File: src/rtl/bcd_seri_toplayici_if.sv
// Operand/result bundle for the digit-serial BCD adder/subtractor.
// The master side supplies operands and start; the slave side returns status and result.
interface bcd_seri_toplayici_if #(
  parameter int unsigned DIGITS = 4
);
  localparam int unsigned W = 4 * DIGITS;

  logic         start;
  logic         mode;
  logic         c_in;
  logic [W-1:0] a;
  logic [W-1:0] b;
  logic         busy;
  logic         done;
  logic [W-1:0] sum;
  logic         c_out;
  logic         invalid;

  modport master (
    output start, mode, c_in, a, b,
    input  busy, done, sum, c_out, invalid
  );

  modport slave (
    input  start, mode, c_in, a, b,
    output busy, done, sum, c_out, invalid
  );
endinterface

File: src/rtl/bcd_seri_toplayici.sv
// Digit-serial packed-BCD adder/subtractor: one digit per clock, LSD first.
// Subtraction is A + 9's complement(B) + 1, so a borrow shows up as c_out = 0.
module bcd_seri_toplayici #(
  parameter int unsigned DIGITS = 4
) (
  input logic                  clk,
  input logic                  rst,
  bcd_seri_toplayici_if.slave  bus
);
  localparam int unsigned W     = 4 * DIGITS;
  localparam int unsigned IDX_W = (DIGITS > 1) ? $clog2(DIGITS) : 1;

  typedef enum logic {IDLE, CALC} state_t;

  state_t           state_q, state_d;
  logic [IDX_W-1:0] idx_q, idx_d;
  logic             carry_q, carry_d;
  logic [W-1:0]     a_q, a_d;
  logic [W-1:0]     b_q, b_d;
  logic             mode_q, mode_d;
  logic             busy_q, busy_d;
  logic             done_q, done_d;
  logic [W-1:0]     sum_q, sum_d;
  logic             c_out_q, c_out_d;
  logic             invalid_q, invalid_d;

  logic             bad_c;
  logic [3:0]       dig_a_c, dig_b_c, bd_c, dig_s_c;
  logic [4:0]       t_c;
  logic             carry_n_c;
  logic             last_c;

  // Any operand digit above 9 rejects the whole request.
  always_comb begin
    bad_c = 1'b0;
    for (int i = 0; i < int'(DIGITS); i++) begin
      if (bus.a[4*i +: 4] > 4'd9 || bus.b[4*i +: 4] > 4'd9) bad_c = 1'b1;
    end
  end

  // Single-digit decimal adder on the current digit.
  always_comb begin
    dig_a_c = a_q[{idx_q, 2'b00} +: 4];
    dig_b_c = b_q[{idx_q, 2'b00} +: 4];
    bd_c    = mode_q ? (4'd9 - dig_b_c) : dig_b_c;
    t_c     = 5'(dig_a_c) + 5'(bd_c) + 5'(carry_q);
    if (t_c > 5'd9) begin
      dig_s_c   = 4'(t_c + 5'd6);
      carry_n_c = 1'b1;
    end else begin
      dig_s_c   = 4'(t_c);
      carry_n_c = 1'b0;
    end
    last_c = (idx_q == IDX_W'(DIGITS - 1));
  end

  always_comb begin
    state_d   = state_q;
    idx_d     = idx_q;
    carry_d   = carry_q;
    a_d       = a_q;
    b_d       = b_q;
    mode_d    = mode_q;
    busy_d    = busy_q;
    done_d    = 1'b0;
    sum_d     = sum_q;
    c_out_d   = c_out_q;
    invalid_d = invalid_q;

    case (state_q)
      IDLE: begin
        if (bus.start) begin
          if (bad_c) begin
            invalid_d = 1'b1;
            sum_d     = '0;
            c_out_d   = 1'b0;
            done_d    = 1'b1;
          end else begin
            a_d       = bus.a;
            b_d       = bus.b;
            mode_d    = bus.mode;
            carry_d   = bus.mode ? 1'b1 : bus.c_in;
            invalid_d = 1'b0;
            idx_d     = '0;
            busy_d    = 1'b1;
            state_d   = CALC;
          end
        end
      end
      CALC: begin
        sum_d[{idx_q, 2'b00} +: 4] = dig_s_c;
        carry_d                    = carry_n_c;
        if (last_c) begin
          c_out_d = carry_n_c;
          busy_d  = 1'b0;
          done_d  = 1'b1;
          state_d = IDLE;
        end else begin
          idx_d = idx_q + 1'b1;
        end
      end
      default: state_d = IDLE;
    endcase
  end

  always_ff @(posedge clk or posedge rst) begin
    if (rst) begin
      state_q   <= IDLE;
      idx_q     <= '0;
      carry_q   <= 1'b0;
      a_q       <= '0;
      b_q       <= '0;
      mode_q    <= 1'b0;
      busy_q    <= 1'b0;
      done_q    <= 1'b0;
      sum_q     <= '0;
      c_out_q   <= 1'b0;
      invalid_q <= 1'b0;
    end else begin
      state_q   <= state_d;
      idx_q     <= idx_d;
      carry_q   <= carry_d;
      a_q       <= a_d;
      b_q       <= b_d;
      mode_q    <= mode_d;
      busy_q    <= busy_d;
      done_q    <= done_d;
      sum_q     <= sum_d;
      c_out_q   <= c_out_d;
      invalid_q <= invalid_d;
    end
  end

  assign bus.busy    = busy_q;
  assign bus.done    = done_q;
  assign bus.sum     = sum_q;
  assign bus.c_out   = c_out_q;
  assign bus.invalid = invalid_q;
endmodule

File: src/flat_wrapper.sv
// flat-port wrapper written by rule: the top's interface ports become plain ports
module bcd_seri_toplayici_flat 
#(
  parameter int unsigned DIGITS = 4
)
  (clk, rst, bus_start, bus_mode, bus_c_in, bus_a, bus_b, bus_busy, bus_done, bus_sum, bus_c_out, bus_invalid);
  bcd_seri_toplayici_if #(.DIGITS(DIGITS)) bus_i ();
  input logic clk;
  input logic rst;
  input wire logic [$bits(bus_i.start)-1:0] bus_start;
  input wire logic [$bits(bus_i.mode)-1:0] bus_mode;
  input wire logic [$bits(bus_i.c_in)-1:0] bus_c_in;
  input wire logic [$bits(bus_i.a)-1:0] bus_a;
  input wire logic [$bits(bus_i.b)-1:0] bus_b;
  output wire logic [$bits(bus_i.busy)-1:0] bus_busy;
  output wire logic [$bits(bus_i.done)-1:0] bus_done;
  output wire logic [$bits(bus_i.sum)-1:0] bus_sum;
  output wire logic [$bits(bus_i.c_out)-1:0] bus_c_out;
  output wire logic [$bits(bus_i.invalid)-1:0] bus_invalid;
  assign bus_i.start = bus_start;
  assign bus_i.mode = bus_mode;
  assign bus_i.c_in = bus_c_in;
  assign bus_i.a = bus_a;
  assign bus_i.b = bus_b;
  assign bus_busy = bus_i.busy;
  assign bus_done = bus_i.done;
  assign bus_sum = bus_i.sum;
  assign bus_c_out = bus_i.c_out;
  assign bus_invalid = bus_i.invalid;
  bcd_seri_toplayici #(.DIGITS(DIGITS)) u_core (.clk(clk), .rst(rst), .bus(bus_i));
endmodule
File: config.mk
export PLATFORM = sky130hd
export DESIGN_NAME = bcd_seri_toplayici_flat
export DESIGN_NICKNAME = d
export VERILOG_FILES = /design/src/rtl/bcd_seri_toplayici_if.sv /design/src/rtl/bcd_seri_toplayici.sv /design/src/flat_wrapper.sv
export SDC_FILE = /design/constraint.sdc
export NUM_CORES = 1
export LEC_CHECK = 0
export ABC_AREA = 1
export BUFFER_PORTS_ARGS = -buffer_cell sky130_fd_sc_hd__buf_2
export CORE_ASPECT_RATIO = 0.6
export CORE_MARGIN = 3
export CORE_UTILIZATION = 55
export CTS_CLUSTER_DIAMETER = 120
export DETAILED_ROUTE_END_ITERATION = 10
export GPL_TIMING_DRIVEN = 1
export PLACE_DENSITY = 0.81
export SLEW_MARGIN = 25
export SYNTH_ARGS = -nofsm -noshare
export SYNTH_HDL_FRONTEND = slang
export SYNTH_SLANG_ARGS = --single-unit
File: constraint.sdc
create_clock -name clk -period 3.8 [get_ports clk]
set_input_delay 0.95 -clock clk [delete_from_list [all_inputs] [get_ports clk]]
set_output_delay 0.95 -clock clk [all_outputs]
set_load 0.005 [all_outputs]
==> results of run 1 <==
==> worst register-to-register path, stage by stage (launching register included) <==
cell,delay [ns]
dfrtp_1,0.48
inv_1,0.34
a21oi_1,0.08
a32oi_1,0.35
inv_1,0.09
ha_1,0.27
nand2_1,0.05
o21ai_0,0.08
ha_1,0.36
inv_2,0.07
nand2_1,0.05
nand2_1,0.10
ha_1,0.21
nand2_1,0.06
a21boi_1,0.12
nand2_1,0.14
nand2_2,0.09
nand2_2,0.09
nand4_1,0.17
o21bai_1,0.20
==> worst paths after layout <==
kind / end / slack (ns) / depth (start not counted)
setup / recovery: u_core.bus.sum[7] / 0.32 / 19
hold / removal: u_core.bus.c_out / 0.48 / 2
setup reg to reg: u_core.bus.sum[7] / 0.32 / 19
hold reg to reg: u_core.bus.c_out / 0.48 / 2
max in group asynchronous: u_core.a_q[0] / 2.27 / 3
min in group asynchronous: u_core.bus.sum[2] / 0.72 / 2
==> cells by family (layout without fill, tap and decap cells) <==
family | Yosys count | in the layout | synth area share
AO/OA/AOI/OAI | 47 | 47 | 0.0909
XOR/XNOR | 2 | 2 | 0.00595
adder cells (fa/ha/maj) | 11 | 11 | 0.0518
buffers and inverters | 40 | 106 | 0.0633
flip-flops | 57 | 57 | 0.484
AND/OR/NAND/NOR | 215 | 215 | 0.304
==> layout make-up <==
class	count	area [um2]	share of cell area
sequential	57	1430	0.408
clock buffer	9	124	0.0354
timing repair buffer	62	325	0.0931
clock inverter	7	101	0.0290
inverter	28	106	0.0304
tap	63	78.8	0.0226
multi-input combinational	275	1330	0.381
==> flip-flops by register name, indices dropped and copies added, names as in the netlist <==
| name | count |
|---|---|
| u_core.bus.done | 1 |
| u_core.bus.invalid | 1 |
| u_core.bus.c_out | 1 |
| u_core.bus.busy | 1 |
| u_core.b_q | 16 |
| u_core.a_q | 16 |
| u_core.carry_q | 1 |
| u_core.state_q | 1 |
| u_core.mode_q | 1 |
| u_core.idx_q | 2 |
| u_core.bus.sum | 16 |
==> per-stage QoR <==
step                instance area [um2]  setup WS [ns]
global route                       3490         0.0500
finish                             3490          0.319
CTS                                3490          0.389
detailed placement                 3270          0.425
floorplan                          2950          0.781
global placement                   3270          0.556
==> power groups by stage <==
stage               logic, mW  registers [mW]  clock network, mW
finish                   1.66           0.805              0.652
global placement         1.54           0.809                  0
floorplan                1.24           0.780                  0
detailed placement       1.59           0.808                  0
global route             1.86           0.814              0.690
CTS                      1.60           0.801              0.657
==> cell usage after synthesis (all sizes together) <==
cell type / number
o21ai: 25
a31oi: 1
ha: 9
nand4: 7
dfrtp: 57
clkinv: 2
a32oi: 1
xor2: 1
a32o: 2
xnor2: 1
nand3b: 2
o21bai: 2
fa: 2
nor3: 2
a21oi: 10
nand3: 24
o22ai: 5
buf: 11
inv: 26
nor2: 20
clkbuf: 1
nand2: 160
a21boi: 1
==> layer usage <==
layer  GRT usage  up-vias  part of all wire
met5           0        -                 0
met4      0.0874        0             0.020
met3      0.0836       19             0.089
met2       0.346      129              0.40
met1       0.402     1268              0.50
li1            -     1319                 -
==> impl_metrics.json, run 1 <==
{
  "status": "complete, no violations",
  "die_h_um": 62.7,
  "setup_viol": 0,
  "rows": 19,
  "grt_max_degree": 35,
  "nFillCells": 383,
  "ir_drop_v": 0.000477,
  "die_area_mm2": 0.00630,
  "crit_family": "adder cells",
  "routed_via_density": 5.46,
  "power.share.clock": 0.209,
  "cts_made_buffers": 9,
  "cp-startpoint": "u_core.idx_q[1]",
  "seqPwrFrac": 0.259,
  "crit_arrival_ns": 3.76,
  "first_global_vias": 2506,
  "final_cells": 501,
  "htreeDepth": 3,
  "nets": 481,
  "cp_slowest_cell": "dfrtp_1",
  "seq_area_frac_synth": 0.484,
  "setup_tns_ns": 0,
  "antenna_found_initial": 0,
  "layout_common_cells": "156 x nand2_1, 57 x dfrtp_1, 56 x buf_2",
  "coreArea_mm2": 0.00485,
  "hold_path_class": "register to register",
  "syn_avg_cell_area_um2": 7.92,
  "path_max_fanout": 13,
  "ys_ff_latch": 57,
  "postSynthNetCount": 420,
  "cpPeakStageDelay_ns": 0.48,
  "gp_congestion": 0.906,
  "min_period_ns": 3.48,
  "syn_area_mm2": 0.00295,
  "drive_above_1_share": 0.205,
  "drcViolationCount": 0,
  "wl_per_cell_um": 15.3,
  "io_pins": 57,
  "finalHoldViolations": 0,
  "place_inst": 485,
  "relSlewSlack": 0.501,
  "grt_pass1_wl_um": 12600,
  "syn_to_final_growth_pct": 18.6,
  "clock_skew_ns": 0.0147,
  "postCtsHoldBufs": 0,
  "worst_pin_slew_ns": 0.748,
  "switchingPower_mw": 1.46,
  "p_comb_frac": 0.532,
  "antenna_cells": 0,
  "switching_share": 0.469,
  "startpoint_type": "register",
  "finalCritPeriodShare": 0.916,
  "clk_path_buf_depth": 2,
  "min-delay-start": "u_core.bus.c_out",
  "leakagePower_nw": 1.93,
  "die_w_um": 100,
  "drt-pass1-iter-count": 6,
  "drtAntennaViolNets": 0,
  "gr-total-overflow": 0,
  "power_mw": 3.11,
  "drtIter0Drc": 251,
  "intPower_mw": 1.65,
  "max_freq_mhz": 287,
  "dr_total_vias": 2735,
  "grt_use_total": 0.263,
  "cts.clk_slew.worst_paths_ns": 0.08,
  "cts.sinks": 57,
  "critPathBufInv": 3,
  "rsz0062_at_grt": "false",
  "cts_setup_buffers": 0,
  "post_cts_resized": 0,
  "cts_tree": "done",
  "synth_warnings": 0,
  "fin_util": 0.721,
  "drv_slew": 0,
  "power.density_mw_per_mm2": 891,
  "wirelength_um": 7640,
  "clk-insertion-delay-late_ns": 0.36,
  "syn_inst": 372,
  "synth.area.top_cells": "dfrtp_1 48%, nand2_1 20%, nand3_1 4.1%",
  "cap_violations": 0,
  "crit_path_cell_trace": "inv_1 -> a21oi_1 -> a32oi_1 -> inv_1 -> ha_1 -> nand2_1 -> o21ai_0 -> ha_1 -> inv_2 -> nand2_1 -> nand2_1 -> ha_1 -> nand2_1 -> a21boi_1 -> nand2_1 -> nand2_2 -> nand2_2 -> nand4_1 -> o21bai_1",
  "synth.distinct_cells": 32,
  "synth_area_leader_cell": "dfrtp_1",
  "cts-root-buf": "clkbuf_8",
  "required_ns": 4.08,
  "layout_commonest_cell": "nand2_1",
  "start_util": 0.607,
  "r2r-start": "u_core.idx_q[1]",
  "holdWs_ns": 0.484,
  "cp_common_cell": "nand2_1",
  "endpoint_kind": "register",
  "synth_top_area_share": 0.484,
  "dp_hpwl_um": 5520,
  "portBuffers": 56,
  "criticalPathCategory": "register to register"
}
Note: power is estimated with default switching activity, not from simulation.
==> run 2, diff against run 1 <==
Settings changed: CAP_MARGIN set to 20, CORE_MARGIN 3 to 1.
==> impl_metrics.json, run 2 (synthesis results as in run 1) <==
{
  "min_to": "u_core.bus.c_out",
  "cts.clk_slew.worst_paths_ns": 0.06,
  "wirelength_um": 7080,
  "endpoint_kind": "register",
  "post_cts_resized": 0,
  "rr_endpoint": "u_core.bus.sum[7]",
  "cpPeakStageDelay_ns": 0.54,
  "min-delay-start": "u_core.bus.c_out",
  "cts_setup_buffers": 0,
  "postCtsHoldBufs": 0,
  "crit_path_cell_trace": "clkinv_1 -> o21ai_0 -> o22ai_1 -> xnor2_1 -> fa_1 -> inv_1 -> fa_1 -> inv_1 -> ha_1 -> nand2_1 -> a21boi_1 -> nand2_1 -> nand2_2 -> nand2_2 -> nand4_1 -> o21bai_1",
  "ir_drop_v": 0.000478,
  "clk-insertion-delay-late_ns": 0.35,
  "drtAntennaViolNets": 0,
  "antenna_cells": 0,
  "gr-total-overflow": 0,
  "clk_path_buf_depth": 2,
  "setup_slack_ns": 0.286,
  "io_pins": 57,
  "layout_commonest_cell": "nand2_1",
  "max_freq_mhz": 285,
  "die_area_mm2": 0.00566,
  "dp_hpwl_um": 5200,
  "syn_to_final_growth_pct": 18.5,
  "drt-pass1-iter-count": 5,
  "setup_tns_ns": 0,
  "finalCritPeriodShare": 0.925,
  "preCtsSetupSlack_ns": 0.342,
  "drt-met1-wl_um": 3570,
  "htreeDepth": 3,
  "criticalPathCategory": "register to register",
  "cts_tree": "done",
  "route.met3.wl_um": 675,
  "drv_slew": 0,
  "r2r-start": "u_core.idx_q[0]",
  "die_w_um": 96.5,
  "first_global_vias": 2429,
  "routed_via_density": 5.41,
  "grt_pass1_wl_um": 11600,
  "seqPwrFrac": 0.264,
  "switching_share": 0.462,
  "gp_congestion": 0.873,
  "power.share.clock": 0.206,
  "layout_common_cells": "156 x nand2_1, 57 x dfrtp_1, 56 x buf_2",
  "grt_use_total": 0.283,
  "clock_skew_ns": 0.0114,
  "cts.sinks": 57,
  "cp_slowest_cell": "dfrtp_1",
  "whs_path_depth": 2,
  "setup_viol": 0,
  "drive_above_1_share": 0.204,
  "hold_path_class": "register to register",
  "dr_total_vias": 2720,
  "met2_wirelength_um": 2760,
  "status": "complete, no violations",
  "worst-r2r-setup-slack_ns": 0.29,
  "antenna_found_initial": 0,
  "start_util": 0.577,
  "worst_pin_slew_ns": 0.725,
  "drcViolationCount": 0,
  "relSlewSlack": 0.516,
  "grt_max_degree": 36,
  "cap_violations": 0,
  "power.density_mw_per_mm2": 882,
  "critPathBufInv": 3,
  "coreArea_mm2": 0.00510,
  "top_layer_used": "met4",
  "startpoint_type": "register",
  "multi_input_comb_area_mm2": 0.00133,
  "p_comb_frac": 0.530,
  "min_period_ns": 3.51,
  "nFillCells": 431,
  "cts-root-buf": "clkbuf_8",
  "drtIter0Drc": 260,
  "nets": 481,
  "switchingPower_mw": 1.42,
  "crit_arrival_ns": 3.78,
  "wl_per_cell_um": 14.1,
  "path_max_fanout": 12,
  "rows": 20,
  "finalHoldViolations": 0,
  "regArea_mm2": 0.00143,
  "leakagePower_nw": 1.93,
  "rsz0062_at_grt": "false",
  "portBuffers": 56,
  "required_ns": 4.07,
  "cts_made_buffers": 9,
  "intPower_mw": 1.66,
  "die_h_um": 58.7,
  "crit_family": "adder cells",
  "r2r_cells": 16
}
[run 2: changes by cell type in the layout (fill, tap and decap cells not counted)]
cell | before | now
clkbuf_8 | 9 | 10
clkinv_2 | 1 | 2
clkinv_4 | 1 | 0
inv_6 | 2 | 0
[run 2: worst max path at each step]
stage                               to       startpoint  slack, ns  depth (start not counted)
floorplan           u_core.bus.sum[14]  u_core.idx_q[0]       0.78                         21
global placement      u_core.bus.c_out  u_core.idx_q[1]       0.43                         17
detailed placement  u_core.bus.sum[15]  u_core.idx_q[0]       0.34                         16
CTS                 u_core.bus.sum[15]  u_core.idx_q[0]       0.34                         16
global route         u_core.bus.sum[7]  u_core.idx_q[1]      0.004                         19
finish               u_core.bus.sum[7]  u_core.idx_q[0]       0.29                         16
[run 2: power groups by stage]
stage / registers, mW / clock network, mW / logic [mW]
after floorplan: 0.780 / 0 / 1.24
after global placement: 0.817 / 0 / 1.53
after detailed placement: 0.817 / 0 / 1.58
after CTS: 0.808 / 0.641 / 1.59
after global routing: 0.822 / 0.665 / 1.83
final: 0.811 / 0.635 / 1.63
[run 2: cell type report]
type / count / area share
clock inverter: 5 / 0.0229
sequential: 57 / 0.409
timing repair buffer: 62 / 0.0932
clock buffer: 10 / 0.0394
inverter: 28 / 0.0305
multi-input combinational: 275 / 0.382
tap: 66 / 0.0237
[run 2: metal layers]
| metal | vias up | global-route usage |
|---|---|---|
| met2 | 123 | 0.359 |
| met5 | - | 0 |
| met3 | 9 | 0.0891 |
| met4 | 0 | 0.0987 |
| li1 | 1316 | - |
| met1 | 1272 | 0.447 |
[run 2: stage by stage]
| step | hold WS (ns) | instance area [um2] | utilization | std cells | power [mW] |
|---|---|---|---|---|---|
| after floorplan | 0.444 | 2950 | - | 372 | 2.02 |
| after global placement | 0.454 | 3270 | 0.641 | 488 | 2.34 |
| after detailed placement | 0.465 | 3270 | 0.641 | 488 | 2.40 |
| after CTS | 0.480 | 3490 | 0.684 | 503 | 3.04 |
| after global routing | 0.507 | 3490 | 0.684 | 503 | 3.31 |
| final | 0.472 | 3490 | 0.684 | 503 | 3.08 |
[run 2: tightest hold or removal path: cells and delay by family, from the launching register on]
family	cells	cell delay, ns
and+or+nand+nor	2	0.10
DFF	1	0.34
==> run 3, diff against run 2 <==
Settings changed: ABC_AREA 1 to unset, PLACE_DENSITY 0.81 to 0.82.
==> impl_metrics.json, run 3 <==
{
  "r2r_cells": 11,
  "startpoint_type": "register",
  "first_global_vias": 2063,
  "worst_pin_slew_ns": 0.685,
  "grt_max_degree": 35,
  "syn_avg_cell_area_um2": 13.3,
  "crit_arrival_ns": 3.86,
  "cts_tree": "done",
  "cts-root-buf": "clkbuf_8",
  "dr_total_vias": 2049,
  "relSlewSlack": 0.542,
  "dp_hpwl_um": 4850,
  "max_freq_mhz": 279,
  "worst-r2r-setup-slack_ns": 0.21,
  "synth_top_area_share": 0.496,
  "grt_use_total": 0.268,
  "synth.distinct_cells": 41,
  "coreArea_mm2": 0.00480,
  "syn_inst": 217,
  "endpoint_kind": "register",
  "drtAntennaViolNets": 0,
  "synth-edff-count": 0,
  "regArea_mm2": 0.00143,
  "cap_violations": 0,
  "seq_area_frac_synth": 0.496,
  "postSynthNetCount": 265,
  "post-synth-top-count-cell": "dfrtp_1",
  "path_max_fanout": 6,
  "syn_area_mm2": 0.00288,
  "critPathBufInv": 2,
  "worstSetupPathDepth": 11,
  "ys_ff_latch": 57,
  "gp_congestion": 0.895,
  "rr_endpoint": "u_core.bus.sum[1]",
  "leakagePower_nw": 1.74,
  "antenna_found_initial": 0,
  "antenna_cells": 0,
  "clk-insertion-delay-late_ns": 0.34,
  "die_h_um": 58.0,
  "hold_path_class": "register to register",
  "wirelength_um": 6360,
  "wl_per_cell_um": 18.2,
  "syn_to_final_growth_pct": 19.7,
  "async_flop_share": 1.00,
  "cp-startpoint": "u_core.idx_q[0]",
  "die_area_mm2": 0.00553,
  "drt-pass1-iter-count": 4,
  "drive_above_1_share": 0.385,
  "nets": 329,
  "r2r-start": "u_core.idx_q[0]",
  "htreeDepth": 3,
  "place_inst": 333,
  "status": "complete, no violations",
  "setup_viol": 0,
  "synth_common_cells": "57 x dfrtp_1, 20 x mux2_1, 19 x a22o_1",
  "layout_common_cells": "56 x buf_2, 56 x dfrtp_1, 20 x mux2_1",
  "worstSetupEndpoint": "u_core.bus.sum[1]",
  "portBuffers": 56,
  "start_util": 0.599,
  "ys.flop_type": "dfrtp_1",
  "final_cells": 349,
  "min-delay-start": "u_core.bus.busy",
  "finalCritPeriodShare": 0.944,
  "clk_path_buf_depth": 2,
  "preCtsSetupSlack_ns": 0.139,
  "synth_area_leader_cell": "dfrtp_1",
  "multi_input_comb_area_mm2": 0.00134,
  "io_pins": 57,
  "routed_via_density": 5.87,
  "rsz0062_at_grt": "false",
  "drv_slew": 0,
  "cts.clk_slew.worst_paths_ns": 0.07,
  "min_period_ns": 3.59,
  "setup_tns_ns": 0,
  "final_area_mm2": 0.00344,
  "cts.sinks": 57,
  "drcViolationCount": 0,
  "cp_slowest_cell": "fa_1",
  "synth_warnings": 0,
  "ir_drop_v": 0.000638,
  "grt_pass1_wl_um": 10600,
  "gr-total-overflow": 0,
  "die_w_um": 95.3,
  "power.density_mw_per_mm2": 887,
  "crit_family": "adder cells",
  "clock_skew_ns": 0.00897,
  "setup_slack_ns": 0.214,
  "drtIter0Drc": 135,
  "required_ns": 4.07,
  "cts_made_buffers": 9,
  "crit_path_cell_trace": "mux4_2 -> xnor2_1 -> fa_1 -> inv_1 -> fa_1 -> inv_1 -> ha_1 -> a22o_1 -> o31a_1 -> o211ai_2 -> a22o_1",
  "synth.area.top_cells": "dfrtp_1 50%, mux2_1 7.8%, mux4_2 6.3%",
  "rows": 19,
  "fin_util": 0.717,
  "cpPeakStageDelay_ns": 0.59,
  "dpl_cell_area_mm2": 0.00321,
  "postCtsHoldBufs": 0,
  "criticalPathCategory": "register to register",
  "nFillCells": 346,
  "finalHoldViolations": 0
}
-- run 3: changes by cell type after synthesis, sizes merged, moves of 6 or more --
cell   delta
a21oi     -6
o21ai    -16
nand4     -6
mux4      +8
nand3    -24
mux2     +34
inv      -15
nand2   -149
nor2     -17
a22o     +19
-- run 3: metal layers --
metal / vias to the layer above / wire [um] / global-route usage / part of all wire
met5: - / 0 / 0 / 0
met4: 0 / 66 / 0.0974 / 0.010
met3: 8 / 521 / 0.0971 / 0.082
met2: 88 / 2770 / 0.357 / 0.44
met1: 1021 / 3000 / 0.401 / 0.47
li1: 932 / - / - / -
-- run 3: worst min path at each step --
stage,end,slack [ns],cells after the start
floorplan,u_core.b_q[8],0.45,1
global placement,u_core.bus.busy,0.46,1
detailed placement,u_core.bus.busy,0.47,1
CTS,u_core.bus.busy,0.49,1
global route,u_core.bus.busy,0.50,1
finish,u_core.bus.busy,0.48,1
-- run 3: power breakdown --
group / internal, mW / total [mW] / switching (mW)
combinational: 0.684 / 1.53 / 0.847
sequential: 0.759 / 0.881 / 0.123
clock: 0.402 / 0.641 / 0.239
-- run 3: kinds of logic after synthesis --
kind of cell / Yosys count / share of synthesized area
and+or+nand+nor: 35 / 0.0692
xor gates and xnor gates: 4 / 0.0122
adders and majority gates: 11 / 0.0531
muxes: 44 / 0.203
AOI/OAI and AO/OA: 46 / 0.127
DFF: 57 / 0.496
buffers and inverters: 20 / 0.0400
-- run 3: per-stage QoR --
stage | hold slack [ns] | power [mW]
finish | 0.480 | 3.05
CTS | 0.486 | 3.02
floorplan | 0.452 | 1.95
global placement | 0.459 | 2.30
detailed placement | 0.472 | 2.37
global route | 0.501 | 3.27
-- run 3: cell type report --
class / instances / area share
Clock inverter: 5 / 0.0225
Inverter: 11 / 0.0120
Multi-Input combinational cell: 140 / 0.389
Clock buffer: 11 / 0.0440
Sequential cell: 57 / 0.415
Timing Repair Buffer: 62 / 0.0945
Tap cell: 63 / 0.0229
-- run 3: repair_timing --
item | CTS | global route
endpoints found under the setup margin | 0 | 12
buffers inserted | 0 | 0
endpoints found under the hold margin | 0 | 0
gates resized for setup | 0 | 2
